File: config.mk
export PLATFORM = sky130hd
export DESIGN_NAME = mips_writeback_queue_flat
export DESIGN_NICKNAME = d
export VERILOG_FILES = /design/src/rtl/mips_writeback_queue_if.sv /design/src/rtl/mips_writeback_queue.sv /design/src/flat_wrapper.sv
export SDC_FILE = /design/constraint.sdc
export NUM_CORES = 1
export LEC_CHECK = 0
export ABC_AREA = 1
export BUFFER_PORTS_ARGS = -buffer_cell sky130_fd_sc_hd__buf_2
export CAP_MARGIN = 40
export CORE_MARGIN = 2
export CORE_UTILIZATION = 50
export CTS_BUF_LIST = sky130_fd_sc_hd__clkbuf_16
export DETAILED_ROUTE_END_ITERATION = 8
export PLACE_DENSITY_LB_ADDON = 0.15
export SYNTH_ARGS = -nofsm -noshare
export SYNTH_HDL_FRONTEND = slang
export SYNTH_SLANG_ARGS = --single-unit
File: constraint.sdc
create_clock -name clk -period 5.9 [get_ports clk]
set_input_delay 0.295 -clock clk [delete_from_list [all_inputs] [get_ports clk]]
set_output_delay 0.295 -clock clk [all_outputs]
set_load 0.02 [all_outputs]
File: src/rtl/mips_writeback_queue_if.sv
// Write-back queue bus: the two producer handshakes, the register-file write port
// and the two forwarded read ports, bundled for the queue and whatever drives it.
interface mips_writeback_queue_if #(
  parameter int DATA_W = 32,
  parameter int ADDR_W = 3
);
  logic              mem_valid;
  logic              mem_ready;
  logic [ADDR_W-1:0] mem_reg;
  logic [DATA_W-1:0] mem_data;
  logic              alu_valid;
  logic              alu_ready;
  logic [ADDR_W-1:0] alu_reg;
  logic [DATA_W-1:0] alu_data;
  logic [ADDR_W-1:0] write_reg;
  logic [DATA_W-1:0] write_data;
  logic              reg_write;
  logic [ADDR_W-1:0] read_reg1;
  logic [ADDR_W-1:0] read_reg2;
  logic [DATA_W-1:0] rf_data1;
  logic [DATA_W-1:0] rf_data2;
  logic [DATA_W-1:0] fwd_data1;
  logic [DATA_W-1:0] fwd_data2;
  logic              wb_idle;

  modport slave (
    input  mem_valid, mem_reg, mem_data,
    input  alu_valid, alu_reg, alu_data,
    input  read_reg1, read_reg2, rf_data1, rf_data2,
    output mem_ready, alu_ready,
    output write_reg, write_data, reg_write,
    output fwd_data1, fwd_data2, wb_idle
  );

  modport master (
    output mem_valid, mem_reg, mem_data,
    output alu_valid, alu_reg, alu_data,
    output read_reg1, read_reg2, rf_data1, rf_data2,
    input  mem_ready, alu_ready,
    input  write_reg, write_data, reg_write,
    input  fwd_data1, fwd_data2, wb_idle
  );
endinterface

File: src/rtl/mips_writeback_queue.sv
// Write-back FIFO in front of the register file: merges load and ALU results,
// drains one per cycle into a registered write port and forwards pending writes.
module mips_writeback_queue #(
  parameter int DATA_W = 32,
  parameter int ADDR_W = 3,
  parameter int DEPTH  = 4
) (
  input  logic                  clk,
  input  logic                  rst_n,
  mips_writeback_queue_if.slave bus
);
  localparam int PTR_W = $clog2(DEPTH);
  localparam int CNT_W = PTR_W + 1;
  localparam logic [CNT_W-1:0] DEPTH_C = CNT_W'(DEPTH);

  logic [ADDR_W-1:0] r_addr [DEPTH];
  logic [DATA_W-1:0] r_data [DEPTH];
  logic [PTR_W-1:0]  r_wptr;
  logic [PTR_W-1:0]  r_rptr;
  logic [CNT_W-1:0]  r_count;
  logic [ADDR_W-1:0] r_write_reg;
  logic [DATA_W-1:0] r_write_data;
  logic              r_reg_write;

  logic [CNT_W-1:0]  w_free;
  logic              w_mem_acc, w_alu_acc;
  logic              w_mem_push, w_alu_push;
  logic              w_pop;
  logic [PTR_W-1:0]  w_alu_slot;
  logic [ADDR_W-1:0] w_rd  [2];
  logic [DATA_W-1:0] w_rf  [2];
  logic [DATA_W-1:0] w_fwd [2];
  logic              w_hit [2];
  logic [DATA_W-1:0] w_hit_val [2];

  // Free space comes from the registered count only; a pop this cycle does not help.
  assign w_free        = DEPTH_C - r_count;
  assign bus.mem_ready = (w_free != '0);
  assign bus.alu_ready = bus.mem_valid ? (w_free >= CNT_W'(2)) : (w_free != '0);

  assign w_mem_acc  = bus.mem_valid & bus.mem_ready;
  assign w_alu_acc  = bus.alu_valid & bus.alu_ready;
  assign w_mem_push = w_mem_acc & (bus.mem_reg != '0);
  assign w_alu_push = w_alu_acc & (bus.alu_reg != '0);
  assign w_pop      = (r_count != '0);
  assign w_alu_slot = r_wptr + PTR_W'(w_mem_push);

  // Storage is never reset; validity is defined purely by the pointers and count.
  always_ff @(posedge clk) begin
    if (w_mem_push) begin
      r_addr[r_wptr] <= bus.mem_reg;
      r_data[r_wptr] <= bus.mem_data;
    end
    if (w_alu_push) begin
      r_addr[w_alu_slot] <= bus.alu_reg;
      r_data[w_alu_slot] <= bus.alu_data;
    end
  end

  always_ff @(posedge clk) begin
    if (!rst_n) begin
      r_wptr       <= '0;
      r_rptr       <= '0;
      r_count      <= '0;
      r_reg_write  <= 1'b0;
      r_write_reg  <= '0;
      r_write_data <= '0;
    end else begin
      r_wptr  <= r_wptr + PTR_W'(w_mem_push) + PTR_W'(w_alu_push);
      r_count <= r_count + CNT_W'(w_mem_push) + CNT_W'(w_alu_push) - CNT_W'(w_pop);
      if (w_pop) begin
        r_write_reg  <= r_addr[r_rptr];
        r_write_data <= r_data[r_rptr];
        r_reg_write  <= 1'b1;
        r_rptr       <= r_rptr + PTR_W'(1);
      end else begin
        r_reg_write  <= 1'b0;
      end
    end
  end

  assign bus.write_reg  = r_write_reg;
  assign bus.write_data = r_write_data;
  assign bus.reg_write  = r_reg_write;
  assign bus.wb_idle    = (r_count == '0) && !r_reg_write;

  assign w_rd[0] = bus.read_reg1;
  assign w_rd[1] = bus.read_reg2;
  assign w_rf[0] = bus.rf_data1;
  assign w_rf[1] = bus.rf_data2;

  // Scan oldest to youngest so the last match is the youngest pending write.
  always_comb begin
    for (int p = 0; p < 2; p++) begin
      w_hit[p]     = 1'b0;
      w_hit_val[p] = '0;
      for (int i = 0; i < DEPTH; i++) begin
        if ((CNT_W'(i) < r_count) && (r_addr[r_rptr + PTR_W'(i)] == w_rd[p])) begin
          w_hit[p]     = 1'b1;
          w_hit_val[p] = r_data[r_rptr + PTR_W'(i)];
        end
      end
      if (w_rd[p] == '0)
        w_fwd[p] = w_rf[p];
      else if (w_hit[p])
        w_fwd[p] = w_hit_val[p];
      else if (r_reg_write && (r_write_reg == w_rd[p]))
        w_fwd[p] = r_write_data;
      else
        w_fwd[p] = w_rf[p];
    end
  end

  assign bus.fwd_data1 = w_fwd[0];
  assign bus.fwd_data2 = w_fwd[1];
endmodule

File: src/flat_wrapper.sv
// flat-port wrapper written by rule: the top's interface ports become plain ports
module mips_writeback_queue_flat 
#(
  parameter int DATA_W = 32,
  parameter int ADDR_W = 3,
  parameter int DEPTH  = 4
)
  (clk, rst_n, bus_mem_valid, bus_mem_reg, bus_mem_data, bus_alu_valid, bus_alu_reg, bus_alu_data, bus_read_reg1, bus_read_reg2, bus_rf_data1, bus_rf_data2, bus_mem_ready, bus_alu_ready, bus_write_reg, bus_write_data, bus_reg_write, bus_fwd_data1, bus_fwd_data2, bus_wb_idle);
  mips_writeback_queue_if #(.DATA_W(DATA_W), .ADDR_W(ADDR_W)) bus_i ();
  input  logic clk;
  input  logic rst_n;
  input wire logic [$bits(bus_i.mem_valid)-1:0] bus_mem_valid;
  input wire logic [$bits(bus_i.mem_reg)-1:0] bus_mem_reg;
  input wire logic [$bits(bus_i.mem_data)-1:0] bus_mem_data;
  input wire logic [$bits(bus_i.alu_valid)-1:0] bus_alu_valid;
  input wire logic [$bits(bus_i.alu_reg)-1:0] bus_alu_reg;
  input wire logic [$bits(bus_i.alu_data)-1:0] bus_alu_data;
  input wire logic [$bits(bus_i.read_reg1)-1:0] bus_read_reg1;
  input wire logic [$bits(bus_i.read_reg2)-1:0] bus_read_reg2;
  input wire logic [$bits(bus_i.rf_data1)-1:0] bus_rf_data1;
  input wire logic [$bits(bus_i.rf_data2)-1:0] bus_rf_data2;
  output wire logic [$bits(bus_i.mem_ready)-1:0] bus_mem_ready;
  output wire logic [$bits(bus_i.alu_ready)-1:0] bus_alu_ready;
  output wire logic [$bits(bus_i.write_reg)-1:0] bus_write_reg;
  output wire logic [$bits(bus_i.write_data)-1:0] bus_write_data;
  output wire logic [$bits(bus_i.reg_write)-1:0] bus_reg_write;
  output wire logic [$bits(bus_i.fwd_data1)-1:0] bus_fwd_data1;
  output wire logic [$bits(bus_i.fwd_data2)-1:0] bus_fwd_data2;
  output wire logic [$bits(bus_i.wb_idle)-1:0] bus_wb_idle;
  assign bus_i.mem_valid = bus_mem_valid;
  assign bus_i.mem_reg = bus_mem_reg;
  assign bus_i.mem_data = bus_mem_data;
  assign bus_i.alu_valid = bus_alu_valid;
  assign bus_i.alu_reg = bus_alu_reg;
  assign bus_i.alu_data = bus_alu_data;
  assign bus_i.read_reg1 = bus_read_reg1;
  assign bus_i.read_reg2 = bus_read_reg2;
  assign bus_i.rf_data1 = bus_rf_data1;
  assign bus_i.rf_data2 = bus_rf_data2;
  assign bus_mem_ready = bus_i.mem_ready;
  assign bus_alu_ready = bus_i.alu_ready;
  assign bus_write_reg = bus_i.write_reg;
  assign bus_write_data = bus_i.write_data;
  assign bus_reg_write = bus_i.reg_write;
  assign bus_fwd_data1 = bus_i.fwd_data1;
  assign bus_fwd_data2 = bus_i.fwd_data2;
  assign bus_wb_idle = bus_i.wb_idle;
  mips_writeback_queue #(.DATA_W(DATA_W), .ADDR_W(ADDR_W), .DEPTH(DEPTH)) u_core (.clk(clk), .rst_n(rst_n), .bus(bus_i));
endmodule
Word-level counts from Yosys, hierarchy flattened

Memory sizes are Yosys's and may differ from the RTL's. A register that Yosys moved wholly into a read port is not among the register bits.
Cells that the tools add are included.

Output and inout bits: 103
Memory bits (writable): 140
Bits in registers: 43
ROM bits: 0
Logic and storage cells: 87
Memories: 2
Latch bits: 0
Input bits: 144

Equality and inequality tests: 10
Div/mod/pow operators: 0
Reduce and logical (&&, ||, !) cells: 19
Magnitude comparators: 5
Muxes and demuxes: 32
Shifts and indexed selects: 0
Bitwise operators: 4
Multipliers: 0
$add $sub $neg: 9

Memories:

| memory        | depth | width | rd ports | clocked after Yosys merged registers in | wr ports | line                       | source |
|---|---|---|---|---|---|---|---|
| u_core.r_data | 4     | 32    | 4        | 1                                       | 2        | mips_writeback_queue.sv:17 | `logic [DATA_W-1:0] r_data [DEPTH];` |
| u_core.r_addr | 4     | 3     | 4        | 1                                       | 2        | mips_writeback_queue.sv:16 | `logic [ADDR_W-1:0] r_addr [DEPTH];` |

Operators by type and width:

| operator            | number |
|---|---|
| $mux 32             | 14 |
| $eq 3x3->1          | 10 |
| $mux 1              | 14 |
| $reduce_bool 3->1   | 4 |
| $logic_and 1x1->1   | 11 |
| $logic_not 3->1     | 3 |
| $mux 2              | 4 |
| $add 3x1->3         | 2 |
| $lt 1x3->1 const A  | 2 |
| $lt 2x3->1 const A  | 2 |
| $add 2x1->2         | 2 |
| $add 2x2->2 const B | 2 |
| $and 1x1->1         | 4 |
| $ge 3x2->1 const B  | 1 |
| $sub 3x1->3         | 1 |
| $sub 3x3->3 const A | 1 |
| $add 2x1->2 const B | 1 |
| $logic_not 1->1     | 1 |

Longest topological paths before layout

Gate-level depths: netlist (run 1).
An unclocked memory read counts as a cell.

Word-level depth: 9
Gate-level depth with buffers: 20
Mapped depth without buffers: 17

Least setup slack after synthesis (run 1)

OpenSTA, ideal clock, no wires.

Path type: register to register
From: register u_core.r_count[1]
To: memory u_core.r_addr[2][0] (enable)
Stages on the path, launching flop included: 7
Slack: 1.375 ns
Data arrival time: 4.045 ns
Required time: 5.420 ns
Cells stage by stage: dfxtp_1 > inv_1 > ha_1 > ha_1 > nand2_1 > o311ai_0 > o31ai_1

RTL lines:

| what                   | line                       | source |
|---|---|---|
| from (decl)            | mips_writeback_queue.sv:20 | `logic [CNT_W-1:0] r_count;` |
| from (signal assigned) | mips_writeback_queue.sv:70 | `r_count <= r_count + CNT_W'(w_mem_push) + CNT_W'(w_alu_push) - CNT_W'(w_pop);` |
| to (decl)              | mips_writeback_queue.sv:16 |  |

Worst setup path in the final report (run 1)

From: register u_core.r_rptr[0]
To: output bus_fwd_data1[25]

Longest elaborated chain between the ends: 9
Elaborated cells between the ends (all ways): 19

Ends and longest elaborated chain:

| what                                                   | line                                                    | source |
|---|---|---|
| from (decl)                                            | mips_writeback_queue.sv:19                              | `logic [PTR_W-1:0] r_rptr;` |
| from (signal assigned)                                 | mips_writeback_queue.sv:75                              | `r_rptr <= r_rptr + PTR_W'(1);` |
| $add 2x1->2                                            | mips_writeback_queue.sv:98, mips_writeback_queue.sv:100 |  |
| $mem_v2 4x3                                            | --                                                      |  |
| $eq 3x3->1                                             | mips_writeback_queue.sv:98                              | `if ((CNT_W'(i) < r_count) && (r_addr[r_rptr + PTR_W'(i)] == w_rd[p])) begin` |
| $logic_and 1x1->1                                      | mips_writeback_queue.sv:98                              |  |
| $mux 32 / $mux 1 (equally long branches) (3 in series) | mips_writeback_queue.sv:98                              |  |
| $mux 32 (*)                                            | mips_writeback_queue.sv:105                             | `else if (w_hit[p])` |
| $mux 32 (*)                                            | mips_writeback_queue.sv:103                             | `if (w_rd[p] == '0)` |
| to (decl)                                              | flat_wrapper.sv:27                                      | `output wire logic [$bits(bus_i.fwd_data1)-1:0] bus_fwd_data1;` |

Every way passes the cells marked *; elsewhere a longest branch is shown, timed or not.

==> metrics.txt, run 1 <==
Top FF cell, synth=sky130_fd_sc_hd__edfxtp_1; final setup slack of the worst path=1140 ps; synthesized area=16,500 um2; fraction of power spent switching nets=58.6%; PortBufs=246; Most common cell on crit path=sky130_fd_sc_hd__nand2_1; global placement routability congestion=0.951; critical path capture point type=primary output; routed length per instance=18.8 um; result of the run=completed; Post-synth EDFFs=140; Clock H-tree levels=4; root buffer selected by CTS=sky130_fd_sc_hd__clkbuf_16; die height=185 um; sequential group share of total power=20.6%; Num Clock Sinks=185; CTS max path bufs=2; CTS-repair resized insts=0; setup repair after global routing missed its margin=no; relative slew slack=40.4%; Cell Chain, Critical Path=inv_8 > nand2_4 > nand2_2 > buf_4 > nand2_1 > nand2_1 > nand2_1 > nand2_1 > nor2_4 > buf_4 > nand2_2 > nand2_2 > nor2_8 > a21oi_1 > a21oi_1 > buf_2; worst skew pair latency=450 ps; Worst-Margin Slew=885 ps; vias in the first global route=15,500; clock-pin slew of the registers on the worst-case setup and hold paths=80 ps; count of cell types in the netlist=43; internal power contribution=4.83 mW; aggregate global-route resource usage=35.0%; fraction of final layout cells sized beyond drive strength 1=13.3%; most used routing layer in global routing=met1; slowest cell delay on critical path=640 ps; minimum period implied by the final worst setup slack=4760 ps; most common library cell in the layout ignoring fill and taps=sky130_fd_sc_hd__nand2_1; maximum number of pins on one net before global-route repair=98; Final Cycle Share=80.7%; number of antenna cells inserted=0; register area share after synthesis=31.0%; Buf+Inv Stages, Crit Path=4; power per unit of standard cell area=635 nW/um2; number of design-rule violations left by the first detailed-router iteration=2,378; leakage power of the design=8.93 nW; DIE WIDTH=185 um; P_sw=6.85 mW; Critical Path Source=u_core.r_rptr[0]; maximum resistive drop on vdd=0.565 mV; global-route congestion overflow total=0; per-instance average area after synthesis=6.08 um2; Clk pwr share=10.4%; FILL cells=3,308; met1 Resource Use GR=57.4%; Final nets=2,973; Post-route DRC=0; number of nets still failing antenna checks after routing=0; cell taking the most area after synthesis=sky130_fd_sc_hd__edfxtp_1; Synth async-reset ratio=0%; multi-input gate area in the final layout=9570 um2; row count=66; top area cells in the synthesized netlist=sky130_fd_sc_hd__edfxtp_1 (26%), sky130_fd_sc_hd__nand2_1 (19%), sky130_fd_sc_hd__o21ai_0 (13%); synthesis-to-finish area growth=11.7%; count of mapped cells out of synthesis=2,705; via count=18,600; critical hold path startpoint=bus_mem_data[22]; biggest fanout along the worst timing path=61; Register Area=5110 um2; global-route wire length before repair=92.4 mm; nature of the critical path startpoint=flop; flip-flop count of the largest register, all copies and words added=128; slowest CP cell=sky130_fd_sc_hd__nor2_8; critical register-to-register path startpoint=u_core.r_count[1]; Largest Register=u_core.r_data; Total Power Consumption=11.7 mW; routed vias/inst=5.69; DRT Pass-1 Iters=8; total count of max-transition violations in the final report=0; antenna violations before repair=0; CTS tree=done; Initial Util=50.7%; Max Clock Freq=210 MHz; Die Outline Area=34,400 um2; combinational cell fraction of total power=69.0%; # Post-CTS Setup Buffers=0; Setup Slack @ Placement=1680 ps; placed wire-length estimate after detailed placement=44.9 mm; total number of yosys warnings=0; final worst clock skew=8.70 ps; number of maximum-capacitance constraint violations=0; classification of the worst setup path=reg2out; critical path data arrival time=4470 ps; setup_tns=0 ps; area share of the largest cell type after synthesis=25.5%; TritonCTS buffer count=17; required time of the worst setup path=5610 ps; core area=32,500 um2; total routed wirelength=61.4 mm; met2 global-route usage=45.5%; Tightest Hold Check Type=in2reg; synthesis-stage register bit count=185; Global Route met3 Usage=8.00%; number of setup violations in the final report=0; leading cell types in the layout, fill and taps excluded=sky130_fd_sc_hd__nand2_1 (825), sky130_fd_sc_hd__o21ai_0 (420), sky130_fd_sc_hd__nor2_1 (290); Largest delay share family, worst path=simple AND/OR/NAND/NOR gates; Hold Buf Count CTS=0; slack of the worst reg-to-reg path=2170 ps; Final Hold Viols=0; number of top-level pins=247; syn_nets=2,860
==> layout make-up <==
| cell class | count | share of cell area (%) |
|---|---|---|
| multi-input combinational | 2067 | 52.0 |
| sequential | 185 | 27.8 |
| timing repair buffer | 285 | 8.49 |
| inverter | 262 | 5.40 |
| tap | 442 | 3.01 |
| clock buffer | 17 | 2.31 |
| clock inverter | 15 | 1.00 |
==> routing by layer <==
layer | vias up | wire, um
met5 | - | 0
li1 | 9057 | -
met2 | 1264 | 23100
met1 | 8241 | 29100
met3 | 51 | 8460
met4 | 0 | 786
==> synthesized netlist by cell type, types with 6 or more instances <==
cell type                  count
sky130_fd_sc_hd__a211oi_1     41
sky130_fd_sc_hd__a21oi_1     109
sky130_fd_sc_hd__a22oi_1      14
sky130_fd_sc_hd__buf_2        27
sky130_fd_sc_hd__buf_4         6
sky130_fd_sc_hd__buf_6        13
sky130_fd_sc_hd__clkbuf_1    140
sky130_fd_sc_hd__dfxtp_1      45
sky130_fd_sc_hd__edfxtp_1    140
sky130_fd_sc_hd__ha_1          9
sky130_fd_sc_hd__inv_1       254
sky130_fd_sc_hd__mux2i_1      11
sky130_fd_sc_hd__nand2_1     827
sky130_fd_sc_hd__nand2_2       9
sky130_fd_sc_hd__nand3_1     219
sky130_fd_sc_hd__nand3b_1     11
sky130_fd_sc_hd__nor2_1      292
sky130_fd_sc_hd__o211ai_1     14
sky130_fd_sc_hd__o21ai_0     422
sky130_fd_sc_hd__o21ai_1      19
sky130_fd_sc_hd__o22ai_1      19
sky130_fd_sc_hd__or2_2        13
==> through the flow <==
step	cells	hold WS, ps	area [um2]	util (%)
floorplan	2705	433	16500	-
global placement	3237	490	17700	54.6
detailed placement	3240	498	17800	54.8
CTS	3272	154	18400	56.7
global route	3273	182	18400	56.7
finish	3273	171	18400	56.7
==> power groups by stage <==
stage	Combinational, mW	Clock, mW	Sequential [mW]
6_report	8.06	1.22	2.40
3_3_place_gp	7.67	0	2.40
5_1_grt	8.82	1.28	2.43
2_1_floorplan	5.39	0	2.37
4_1_cts	7.82	1.23	2.37
3_5_place_dp	7.80	0	2.40
==> final timing paths <==
kind / to / cells past startpoint
setup / recovery: bus_fwd_data1[25] / 16
hold / removal: u_core.r_data[2][22] / 3
setup reg to reg: u_core.r_data[3][4] / 14
hold reg to reg: u_core.bus.write_data[22] / 2
==> cells by family after synthesis <==
group                    Yosys count  share of synthesized area, %
AO/OA/AOI/OAI                    646                          21.0
multiplexers                      11                         0.669
XOR/XNOR                           6                         0.319
adder cells (fa/ha/maj)           11                         0.927
buffers and inverters            453                          11.3
flip-flops                       185                          31.0
AND/OR/NAND/NOR                 1393                          34.7
==> worst register-to-register path: cells and delay by family (launching register included) <==
kind | cells | cell delay (ps)
compound gates | 2 | 230
simple gates | 2 | 180
buf+inv | 6 | 1460
flops | 1 | 390
xor+xnor | 1 | 400
fa+ha+maj | 3 | 720
Power figures use the tool's default switching activity.
==> run 2, diff against run 1 <==
clock period = 4.8 ns   (was 5.9 ns; I/O delays follow)
==> metrics.txt, run 2 (synthesized netlist as in run 1, its figures left out) <==
result of the run=completed; total routed wirelength=60.6 mm; core area=32,500 um2; slowest cell delay on critical path=530 ps; P_sw=8.45 mW; number of design-rule violations left by the first detailed-router iteration=2,299; sequential group share of total power=20.5%; Cell Chain, Critical Path=inv_8 > nand2_4 > nand2_4 > buf_4 > nand2_1 > nand3_1 > nand2_1 > nor2_2 > nand2_4 > nand2_2 > nor2_8 > buf_4 > nor2_1 > nand2_1 > nand2_1 > nand2_1 > buf_2; die height=185 um; PortBufs=246; placed wire-length estimate after detailed placement=45.0 mm; CTS tree=done; setup repair after global routing missed its margin=no; # Post-CTS Setup Buffers=0; final setup slack of the worst path=619 ps; global placement routability congestion=0.933; aggregate global-route resource usage=34.8%; Initial Util=50.7%; Most common cell on crit path=sky130_fd_sc_hd__nand2_1; Largest Register=u_core.r_data; Setup Slack @ Placement=1150 ps; slowest CP cell=sky130_fd_sc_hd__nor2_8; routed vias/inst=5.69; Buf+Inv Stages, Crit Path=4; CTS-repair resized insts=0; via count=18,600; Num Clock Sinks=185; antenna violations before repair=1; classification of the worst setup path=reg2out; DIE WIDTH=185 um; power per unit of standard cell area=778 nW/um2; critical path capture point type=primary output; CTS max path bufs=2; multi-input gate area in the final layout=9570 um2; placed insts=3,244; total count of max-transition violations in the final report=0; Register Area=5110 um2; minimum period implied by the final worst setup slack=4180 ps; slack of the worst reg-to-reg path=1160 ps; setup_tns=0 ps; Final Non-Filler Cells=3,277; Max Clock Freq=239 MHz; fraction of power spent switching nets=58.9%; post-placement cell area=17,800 um2; worst skew pair latency=460 ps; fraction of final layout cells sized beyond drive strength 1=13.5%; Clock H-tree levels=4; Final Cycle Share=87.1%; required time of the worst setup path=4560 ps; vias in the first global route=15,500; maximum number of pins on one net before global-route repair=82; Final Hold Viols=0; root buffer selected by CTS=sky130_fd_sc_hd__clkbuf_16; Die Outline Area=34,400 um2; Tightest Hold Check Type=in2reg; Largest delay share family, worst path=simple AND/OR/NAND/NOR gates; maximum resistive drop on vdd=0.513 mV; critical path data arrival time=3940 ps; Final nets=2,976; leading cell types in the layout, fill and taps excluded=sky130_fd_sc_hd__nand2_1 (825), sky130_fd_sc_hd__o21ai_0 (420), sky130_fd_sc_hd__nor2_1 (290); nature of the critical path startpoint=flop; final std cell area, no fill=18,400 um2; number of setup violations in the final report=0; critical register-to-register path startpoint=u_core.r_count[1]; number of maximum-capacitance constraint violations=0; routed length per instance=18.5 um; internal power contribution=5.89 mW; leakage power of the design=8.96 nW; clock-pin slew of the registers on the worst-case setup and hold paths=80 ps; Clk pwr share=10.3%; flip-flop count of the largest register, all copies and words added=128; FILL cells=3,231; number of nets still failing antenna checks after routing=0; number of top-level pins=247; global-route congestion overflow total=0; final worst clock skew=13.0 ps; row count=66; Post-route DRC=0; Critical Path Source=u_core.r_rptr[0]; Worst-Margin Slew=813 ps; critical hold path startpoint=bus_mem_data[8]; biggest fanout along the worst timing path=76; TritonCTS buffer count=17; synthesis-to-finish area growth=12.0%; Hold Buf Count CTS=0; global-route wire length before repair=91.8 mm; most common library cell in the layout ignoring fill and taps=sky130_fd_sc_hd__nand2_1; combinational cell fraction of total power=69.1%; DRT Pass-1 Iters=6; relative slew slack=45.2%
[run 2: area by class of cell]
cell class              instances  area share, %
multi-input cells            2067           51.9
clock inverters                15           1.04
inverters                     262           5.39
diodes                          1         0.0136
clock buffers                  17           2.31
repair buffers                288           8.66
well taps                     442           3.00
flip-flops and latches        185           27.7
[run 2: routing by layer]
| layer | global-route usage (%) | wire length, um | part of all wire, % | up-vias |
|---|---|---|---|---|
| met3 | 7.45 | 7980 | 13 | 43 |
| met5 | 0 | 0 | 0 | - |
| met4 | 5.81 | 630 | 1.0 | 0 |
| met2 | 45.1 | 23000 | 38 | 1206 |
| met1 | 57.7 | 29000 | 48 | 8318 |
| li1 | - | - | - | 9065 |
[run 2: final timing paths]
check / end / depth (start not counted)
worst min-delay path: u_core.r_data[3][8] / 3
worst max register to register: u_core.r_data[2][10] / 13
worst max-delay path: bus_fwd_data1[5] / 17
worst min register to register: u_core.bus.write_data[21] / 2
[run 2: power groups by stage]
stage               sequential (mW)  clock, mW  combinational [mW]
floorplan                      2.91          0                6.63
finish                         2.95       1.48                9.92
global route                   2.99       1.54                10.9
global placement               2.94          0                9.50
detailed placement             2.95          0                9.64
CTS                            2.92       1.49                9.67
[run 2: through the flow]
stage                     hold WS [ps]  power (mW)  util, %
after global routing               114        15.4     56.8
after floorplan                    378        9.54        -
after CTS                         93.3        14.1     56.8
after detailed placement           496        12.6     54.9
final                              103        14.3     56.8
after global placement             490        12.4     54.7
[run 2: worst register-to-register path, delay by kind of cell, from the launching register on]
family | cells | cell delay [ps]
AO/OA/AOI/OAI | 2 | 380
XOR/XNOR | 1 | 400
adder cells (fa/ha/maj) | 3 | 750
buffers and inverters | 5 | 1140
flip-flops | 1 | 370
AND/OR/NAND/NOR | 2 | 310
